**config.mk**
```make
export PLATFORM = sky130hd
export DESIGN_NAME = execute_stage_flat
export DESIGN_NICKNAME = d
export VERILOG_FILES = /design/src/rtl/exec_pkg.sv /design/src/rtl/execute_stage_if.sv /design/src/rtl/exec_alu.sv /design/src/rtl/execute_stage.sv /design/src/flat_wrapper.sv
export SDC_FILE = /design/constraint.sdc
export NUM_CORES = 1
export LEC_CHECK = 0
export CAP_MARGIN = 20
export CORE_MARGIN = 2
export CORE_UTILIZATION = 34
export CTS_CLUSTER_SIZE = 25
export DETAILED_ROUTE_END_ITERATION = 16
export PLACE_DENSITY = 0.7
export SYNTH_ARGS = -nofsm -noshare
export SYNTH_HDL_FRONTEND = slang
export SYNTH_SLANG_ARGS = --single-unit
```
**constraint.sdc**
```tcl
create_clock -name clk -period 5.2 [get_ports clk]
set_input_delay 0.52 -clock clk [delete_from_list [all_inputs] [get_ports clk]]
set_output_delay 0.52 -clock clk [all_outputs]
set_load 0.05 [all_outputs]
```
**src/rtl/exec_pkg.sv**
```systemverilog
// Shared definitions for the execute stage: ALU opcode type/values and default widths.
package exec_pkg;

    localparam int WIDTH_DEF = 32;
    localparam int RW_DEF    = 5;

    typedef logic [2:0] alu_op_t;

    localparam alu_op_t ALU_AND = 3'b000;
    localparam alu_op_t ALU_OR  = 3'b001;
    localparam alu_op_t ALU_ADD = 3'b010;
    localparam alu_op_t ALU_XOR = 3'b011;
    localparam alu_op_t ALU_SLL = 3'b100;
    localparam alu_op_t ALU_SRL = 3'b101;
    localparam alu_op_t ALU_SUB = 3'b110;
    localparam alu_op_t ALU_SLT = 3'b111;

endpackage

```
**src/rtl/execute_stage_if.sv**
```systemverilog
// Decode-side inputs, E-stage control and the D/E and E/M register outputs of the execute stage.
// Optional EXEC_ZERO_EN adds the ZeroE/ZeroM flags.
interface execute_stage_if
    import exec_pkg::*;
#(
    parameter int WIDTH = WIDTH_DEF,
    parameter int RW    = RW_DEF
);
    logic [WIDTH-1:0] rd1;
    logic [WIDTH-1:0] StoreDataD;
    logic [RW-1:0]    WriteRegD;
    logic [WIDTH-1:0] SignImmD;
    logic             ALUSrcE;
    alu_op_t          AluControlE;

    logic [WIDTH-1:0] SrcAE;
    logic [WIDTH-1:0] rd2E;
    logic [WIDTH-1:0] WriteDataE;
    logic [WIDTH-1:0] SignImmE;
    logic [RW-1:0]    WriteRegE;
    logic [WIDTH-1:0] aluresult;
    logic [WIDTH-1:0] ALUOutM;
    logic [WIDTH-1:0] WriteDataM;
    logic [RW-1:0]    WriteRegM;
`ifdef EXEC_ZERO_EN
    logic             ZeroE;
    logic             ZeroM;
`endif

    modport slave (
        input  rd1, StoreDataD, WriteRegD, SignImmD, ALUSrcE, AluControlE,
        output SrcAE, rd2E, WriteDataE, SignImmE, WriteRegE, aluresult,
`ifdef EXEC_ZERO_EN
        output ZeroE, ZeroM,
`endif
        output ALUOutM, WriteDataM, WriteRegM
    );

    modport master (
        output rd1, StoreDataD, WriteRegD, SignImmD, ALUSrcE, AluControlE,
        input  SrcAE, rd2E, WriteDataE, SignImmE, WriteRegE, aluresult,
`ifdef EXEC_ZERO_EN
        input  ZeroE, ZeroM,
`endif
        input  ALUOutM, WriteDataM, WriteRegM
    );

endinterface

```
**src/rtl/exec_alu.sv**
```systemverilog
// Combinational ALU for the execute stage; modulo-2^WIDTH arithmetic, shifts use B[4:0] only.
// With EXEC_ZERO_EN an extra zero output flags a zero result.
module exec_alu
    import exec_pkg::*;
#(
    parameter int WIDTH = WIDTH_DEF
) (
    input  logic [WIDTH-1:0] A,
    input  logic [WIDTH-1:0] B,
    input  alu_op_t          op,
`ifdef EXEC_ZERO_EN
    output logic             zero,
`endif
    output logic [WIDTH-1:0] result
);

    logic signed [WIDTH-1:0] a_s;
    logic signed [WIDTH-1:0] b_s;
    logic                    lt;

    assign a_s = A;
    assign b_s = B;
    assign lt  = (a_s < b_s);

    always_comb begin
        result = '0;
        case (op)
            ALU_AND: result = A & B;
            ALU_OR:  result = A | B;
            ALU_ADD: result = A + B;
            ALU_XOR: result = A ^ B;
            ALU_SLL: result = A << B[4:0];
            ALU_SRL: result = A >> B[4:0];
            ALU_SUB: result = A - B;
            ALU_SLT: result = {{(WIDTH-1){1'b0}}, lt};
            default: result = '0;
        endcase
    end

`ifdef EXEC_ZERO_EN
    assign zero = (result == '0);
`endif

endmodule

```
**src/rtl/execute_stage.sv**
```systemverilog
// Execute stage: D/E pipeline register, B-operand mux, ALU and E/M pipeline register.
// Define EXEC_ZERO_EN to add the ZeroE/ZeroM flags.
module execute_stage
    import exec_pkg::*;
#(
    parameter int WIDTH = WIDTH_DEF,
    parameter int RW    = RW_DEF
) (
    input logic           clk,
    input logic           reset,
    execute_stage_if.slave bus
);

    logic [WIDTH-1:0] src_a_p1, rd2_p1, wdata_p1, imm_p1;
    logic [RW-1:0]    wreg_p1;
    logic [WIDTH-1:0] alu_out_p2, wdata_p2;
    logic [RW-1:0]    wreg_p2;
    logic [WIDTH-1:0] src_b;
    logic [WIDTH-1:0] alu_res;

    // D/E boundary
    always_ff @(posedge clk or posedge reset) begin
        if (reset) begin
            src_a_p1 <= '0;
            rd2_p1   <= '0;
            wdata_p1 <= '0;
            imm_p1   <= '0;
            wreg_p1  <= '0;
        end else begin
            src_a_p1 <= bus.rd1;
            rd2_p1   <= bus.StoreDataD;
            wdata_p1 <= bus.StoreDataD;
            imm_p1   <= bus.SignImmD;
            wreg_p1  <= bus.WriteRegD;
        end
    end

    assign src_b = bus.ALUSrcE ? imm_p1 : rd2_p1;

`ifdef EXEC_ZERO_EN
    logic zero_e;
    logic zero_p2;

    exec_alu #(.WIDTH(WIDTH)) u_alu (
        .A      (src_a_p1),
        .B      (src_b),
        .op     (bus.AluControlE),
        .zero   (zero_e),
        .result (alu_res)
    );

    always_ff @(posedge clk or posedge reset) begin
        if (reset) zero_p2 <= 1'b0;
        else       zero_p2 <= zero_e;
    end

    assign bus.ZeroE = zero_e;
    assign bus.ZeroM = zero_p2;
`else
    exec_alu #(.WIDTH(WIDTH)) u_alu (
        .A      (src_a_p1),
        .B      (src_b),
        .op     (bus.AluControlE),
        .result (alu_res)
    );
`endif

    // E/M boundary
    always_ff @(posedge clk or posedge reset) begin
        if (reset) begin
            alu_out_p2 <= '0;
            wdata_p2   <= '0;
            wreg_p2    <= '0;
        end else begin
            alu_out_p2 <= alu_res;
            wdata_p2   <= wdata_p1;
            wreg_p2    <= wreg_p1;
        end
    end

    assign bus.SrcAE      = src_a_p1;
    assign bus.rd2E       = rd2_p1;
    assign bus.WriteDataE = wdata_p1;
    assign bus.SignImmE   = imm_p1;
    assign bus.WriteRegE  = wreg_p1;
    assign bus.aluresult  = alu_res;
    assign bus.ALUOutM    = alu_out_p2;
    assign bus.WriteDataM = wdata_p2;
    assign bus.WriteRegM  = wreg_p2;

endmodule

```
**src/flat_wrapper.sv**
```systemverilog
// flat-port wrapper written by rule: the top's interface ports become plain ports
module execute_stage_flat import exec_pkg::*;
#(
    parameter int WIDTH = WIDTH_DEF,
    parameter int RW    = RW_DEF
)
  (clk, reset, bus_rd1, bus_StoreDataD, bus_WriteRegD, bus_SignImmD, bus_ALUSrcE, bus_AluControlE, bus_SrcAE, bus_rd2E, bus_WriteDataE, bus_SignImmE, bus_WriteRegE, bus_aluresult, bus_ALUOutM, bus_WriteDataM, bus_WriteRegM);
  execute_stage_if #(.WIDTH(WIDTH), .RW(RW)) bus_i ();
  input logic clk;
  input logic reset;
  input wire logic [$bits(bus_i.rd1)-1:0] bus_rd1;
  input wire logic [$bits(bus_i.StoreDataD)-1:0] bus_StoreDataD;
  input wire logic [$bits(bus_i.WriteRegD)-1:0] bus_WriteRegD;
  input wire logic [$bits(bus_i.SignImmD)-1:0] bus_SignImmD;
  input wire logic [$bits(bus_i.ALUSrcE)-1:0] bus_ALUSrcE;
  input wire logic [$bits(bus_i.AluControlE)-1:0] bus_AluControlE;
  output wire logic [$bits(bus_i.SrcAE)-1:0] bus_SrcAE;
  output wire logic [$bits(bus_i.rd2E)-1:0] bus_rd2E;
  output wire logic [$bits(bus_i.WriteDataE)-1:0] bus_WriteDataE;
  output wire logic [$bits(bus_i.SignImmE)-1:0] bus_SignImmE;
  output wire logic [$bits(bus_i.WriteRegE)-1:0] bus_WriteRegE;
  output wire logic [$bits(bus_i.aluresult)-1:0] bus_aluresult;
  output wire logic [$bits(bus_i.ALUOutM)-1:0] bus_ALUOutM;
  output wire logic [$bits(bus_i.WriteDataM)-1:0] bus_WriteDataM;
  output wire logic [$bits(bus_i.WriteRegM)-1:0] bus_WriteRegM;
  assign bus_i.rd1 = bus_rd1;
  assign bus_i.StoreDataD = bus_StoreDataD;
  assign bus_i.WriteRegD = bus_WriteRegD;
  assign bus_i.SignImmD = bus_SignImmD;
  assign bus_i.ALUSrcE = bus_ALUSrcE;
  assign bus_i.AluControlE = bus_AluControlE;
  assign bus_SrcAE = bus_i.SrcAE;
  assign bus_rd2E = bus_i.rd2E;
  assign bus_WriteDataE = bus_i.WriteDataE;
  assign bus_SignImmE = bus_i.SignImmE;
  assign bus_WriteRegE = bus_i.WriteRegE;
  assign bus_aluresult = bus_i.aluresult;
  assign bus_ALUOutM = bus_i.ALUOutM;
  assign bus_WriteDataM = bus_i.WriteDataM;
  assign bus_WriteRegM = bus_i.WriteRegM;
  execute_stage #(.WIDTH(WIDTH), .RW(RW)) u_core (.clk(clk), .reset(reset), .bus(bus_i));
endmodule
```
Yosys cells after proc, flatten, opt, wreduce, memory -nomap -nowiden
Cells that the tools add are included.
W data, S select, Z words.
{ "totals": {"elab_cells": 25, "register_bits": 170, "in_bits": 107, "output_inout_bits": 234} }
{ "classes": {"muxes": 2, "n_reduce_logical": 1, "n_lt_le_gt_ge": 1, "eq_ne": 7, "shift": 2, "bitwise_logic": 3, "addsub": 2} }
{ "op_table": {"columns": ["op", "count"], "rows": [
  ["$pmux W32 S8", 1],
  ["$add A32 B32 Y32", 1],
  ["$and A32 B32 Y32", 1],
  ["$lt A32 B32 Y1", 1],
  ["$mux W32", 1],
  ["$or A32 B32 Y32", 1],
  ["$shl A32 B5 Y32", 1],
  ["$shr A32 B5 Y32", 1],
  ["$sub A32 B32 Y32", 1],
  ["$xor A32 B32 Y32", 1],
  ["$eq A3 B3 Y1 const B", 4],
  ["$eq A3 B2 Y1 const B", 2],
  ["$eq A3 B1 Y1 const B", 1],
  ["$logic_not A3 Y1", 1]
]} }

Logic depth before layout (Yosys ltp)
{ "logic_depth": {"ltp_word": 3, "mapped_depth": 17, "depth_no_buf": 14} }

Modules after synthesis
From an unflattened synthesis, not the netlist that was laid out.
{ "hier_totals": {"hier_cells": 1565, "hier_area_um2": 13943.4} }
{ "by_module_without_submodules": {"columns": ["mod", "cells_each", "n_inst", "area_per_inst_um2"], "rows": [
  ["exec_alu", 1326, 1, 8901.0],
  ["execute_stage", 239, 1, 5042.3]
]} }

Worst setup path after synthesis
OpenSTA, ideal clock, no wires.
{ "synth_path": {"path_kind": "input -> output", "start": "in bus_ALUSrcE", "end": "out bus_aluresult[24]", "t_arrival_ps": 5098, "n_path_buf": 4, "path_slack_ps": -418, "cell_stages": 14, "cell_sequence": "buf_6 buf_1 buf_1 mux2i_1 ha_1 clkbuf_1 nor4_1 and3_1 a211oi_2 o41ai_2 a21oi_1 o21ai_0 a221oi_1 o21ai_0"} }
{ "synth_between": {"elab_chain_len": 3, "word_cells_on_any_way": 9, "cone_classes": "add/sub: 2; shift: 2; mux: 2; bitwise: 3"} }
{ "synth_lines": {"columns": ["item", "line_no", "text"], "rows": [
  ["start: declaration", "flat_wrapper.sv:15", "input wire logic [$bits(bus_i.ALUSrcE)-1:0] bus_ALUSrcE;"],
  ["$mux W32 (*)", "execute_stage.sv:38", "assign src_b = bus.ALUSrcE ? imm_p1 : rd2_p1;"],
  ["$sub A32 B32 Y32 (tied with other cells)", "exec_alu.sv:34", "ALU_SUB: result = A - B;"],
  ["$pmux W32 S8 (*)", "exec_alu.sv:27", "case (op)"],
  ["end: declaration", "flat_wrapper.sv:22", "output wire logic [$bits(bus_i.aluresult)-1:0] bus_aluresult;"]
]} }
Mark *: on every way between the ends. The rest lies on a longest branch, timed or not.

Final worst setup path
{ "layout_path": {"start": "in bus_ALUSrcE", "end": "out bus_aluresult[29]"} }
The elaborated chain is that of the path after synthesis.

==> results.txt <==
status - complete, no violations
number of synthesized register bits - 170
Synth warnings - 0
Routed wire per std cell - 25.3 um
vias in the first global route - 13999
DR iter-0 viols - 2102
Vias/cell - 5.88
# hold bufs at CTS - 0
largest area contributor in the netlist - dfrtp_1
final worst path period need - 4.94 ns
RSZ-0062 raised after global routing - no
adder-cell share of the synthesized area - 9.86%
combinational power share - 46.6%
xor and xnor area share after synthesis - 1.39%
Seq/Total Area, Yosys - 32.2%
post-layout util - 47.7%
WL final - 61.7 mm
clock transition time at the flip-flop clock pins of the worst setup and hold paths - 0.07 ns
largest net degree at the start of global routing - 96
Final nets - 2117
P_sw - 2270 uW
port bufs - 340
Worst slew margin - 26.5%
P_int - 3120 uW
Tot GR Track Use - 29.9%
fin crit share - 95.1%
Worst EP required - 4.68 ns
main combinational cell family by area after synthesis - compound AO/OA/AOI/OAI gates
Max clock buf depth - 2
Fmax - 202 MHz
Crit. End Element - primary output
endpoints failing hold - 0
worst clock skew - 0.0157 ns
leakage power - 0.00817 uW
Primary FF master, synth - dfrtp_1
Switching Share - 42.1%
# rows - 72
TritonCTS clock tree - done
Clk Latency, worst-skew pair - 0.47 ns
Layout area overhead - 39.0%
Inserted Clock Buffers - 17
share of layout cells above drive strength 1 - 10.5%
Synth Area in Simple Gates - 14.7%
syn_nets - 1787
CP Class - in -> out
GPL Wtd Cong - 1.03
Worst Path Arrival - 4.42 ns
global-route wire length before repair - 91.5 mm
Flop pwr share - 27.9%
Tightest Hold Check Type - reg -> reg
post-synth top area share - 32.2%
fin. max-slew vios - 0
Core Area - 38600 um^2
worst-path maximum fanout - 20
die area - 40500 um^2
P per Cell Area - 293 nW/um^2
Clock power frac - 25.5%
clock sinks - 170
Synth Instances - 1577
Final HPWL DP - 48.1 mm
Max Cap Viol - 0
Slew @ Worst Pin - 1.10 ns
worst vdd ir - 0.252 mV
most frequent cells in the layout - clkdlybuf4s50_1 (306), dfrtp_1 (170), nor2_1 (152), nand2_1 (151), mux2i_1 (136)
Fill cells - 3747
mux contribution to synthesized area - 11.1%
Initial Util - 34.3%
synthesized area - 13200 um^2
Setup WS pre-CTS - 0.246 ns
drt pass-1 iters - 6
Syn Area/Cell - 8.39 um^2
DR DRC count - 0
total I/O pin count - 341
DIE HEIGHT - 201 um
Final TNS setup - 0 ns
antenna-violating nets left - 0
Post-synth EDFFs - 0
commonest non-fill, non-tap cell in the layout - clkdlybuf4s50_1
Area contributors post-synth - dfrtp_1 (32%), mux2i_1 (10%), ha_1 (9.6%)
crit start category - primary input
# setup viols final - 0
post-synth cell types - 75
Root Buffer Master - clkbuf_16
post-CTS setup repair buffer count - 0
fin worst setup slack - 0.256 ns
Die W - 201 um
post-synthesis compound-gate area fraction - 22.9%
grt total ovfl - 0
vias post-DR - 14344
post_cts resized - 0
FFs w/ async S/R, synth - 100%
initial antenna violation count - 0
Clock H-tree levels - 4
total power - 5380 uW
diode count - 0
cells in the mapped netlist, types with 33 or more instances:
| cell type | instances |
|---|---|
| nor3_1 | 39 |
| nor2_1 | 152 |
| dfrtp_1 | 170 |
| buf_4 | 33 |
| a21oi_1 | 126 |
| nand2_1 | 151 |
| inv_1 | 97 |
| clkbuf_1 | 75 |
| ha_1 | 101 |
| mux2i_1 | 138 |
| a31oi_1 | 35 |
| o21ai_0 | 99 |
worst max-delay path, stage by stage:
cell and delay [ns]:
clkbuf_4 0.26, buf_12 0.26, buf_4 0.18, mux2i_1 0.43, ha_1 0.42, a21oi_1 0.21, o21bai_1 0.08, a21oi_1 0.27
nor3_1 0.08, a311oi_1 0.31, o32ai_1 0.13, a2111oi_0 0.65, buf_4 0.24, a31oi_2 0.14, buf_12 0.19
worst paths after layout:
kind,start,end,slack [ns],cells past startpoint
max,bus_ALUSrcE,bus_aluresult[29],0.26,15
min,u_core.bus.WriteRegE[4],u_core.bus.WriteRegM[4],0.38,0
max reg2reg,u_core.bus.SrcAE[1],u_core.bus.ALUOutM[15],1.31,11
min reg2reg,u_core.bus.WriteRegE[4],u_core.bus.WriteRegM[4],0.38,0
max in group asynchronous,reset,u_core.bus.SignImmE[9],3.63,3
min in group asynchronous,reset,u_core.bus.SignImmE[31],0.58,2
kinds of logic (layout without fill, tap and decap cells):
logic type               count (synthesis)  after routing
XOR/XNOR                                21             21
multiplexers                           145            145
AO/OA/AOI/OAI                          462            462
adder cells (fa/ha/maj)                103            103
AND/OR/NAND/NOR                        440            440
buffers and inverters                  236            579
flip-flops                             170            170
flip-flops by register name (all words and copies together), names as in the netlist:
| name | count |
|---|---|
| u_core.bus.SignImmE | 32 |
| u_core.bus.SrcAE | 32 |
| u_core.bus.WriteRegM | 5 |
| u_core.bus.WriteRegE | 5 |
| u_core.bus.WriteDataM | 32 |
| u_core.bus.rd2E | 32 |
| u_core.bus.ALUOutM | 32 |
layer usage:
metal	wire length (um)	vias to the layer above	track usage (%)
met2	26800	920	45.1
met3	6600	135	7.48
met1	26500	6994	42.1
met5	0	-	0
li1	-	6295	-
met4	1720	0	9.40
power by group through the flow:
| stage | registers [uW] | logic, uW | clock network, uW |
|---|---|---|---|
| after global routing | 1510 | 2620 | 1460 |
| after detailed placement | 1530 | 2450 | 0 |
| final | 1500 | 2510 | 1380 |
| after CTS | 1500 | 2460 | 1420 |
| after floorplan | 1850 | 1130 | 0 |
| after global placement | 1520 | 2460 | 0 |
area by class of cell:
| cell class | count | area [um^2] | share of cell area [%] |
|---|---|---|---|
| clock buffer | 21 | 480 | 2.61 |
| clock inverter | 11 | 160 | 0.871 |
| inverter | 101 | 389 | 2.12 |
| multi-input combinational | 1171 | 7990 | 43.5 |
| sequential | 170 | 4250 | 23.1 |
| tap | 518 | 648 | 3.52 |
| timing repair buffer | 446 | 4460 | 24.3 |
metrics by stage:
stage	cell area, um^2	hold slack, ns	cells
floorplan	13300	0.551	1577
global placement	17700	0.358	2406
detailed placement	17700	0.363	2406
CTS	18400	0.379	2438
global route	18400	0.399	2438
finish	18400	0.379	2438
No activity file was read; power rests on OpenSTA's default activity.
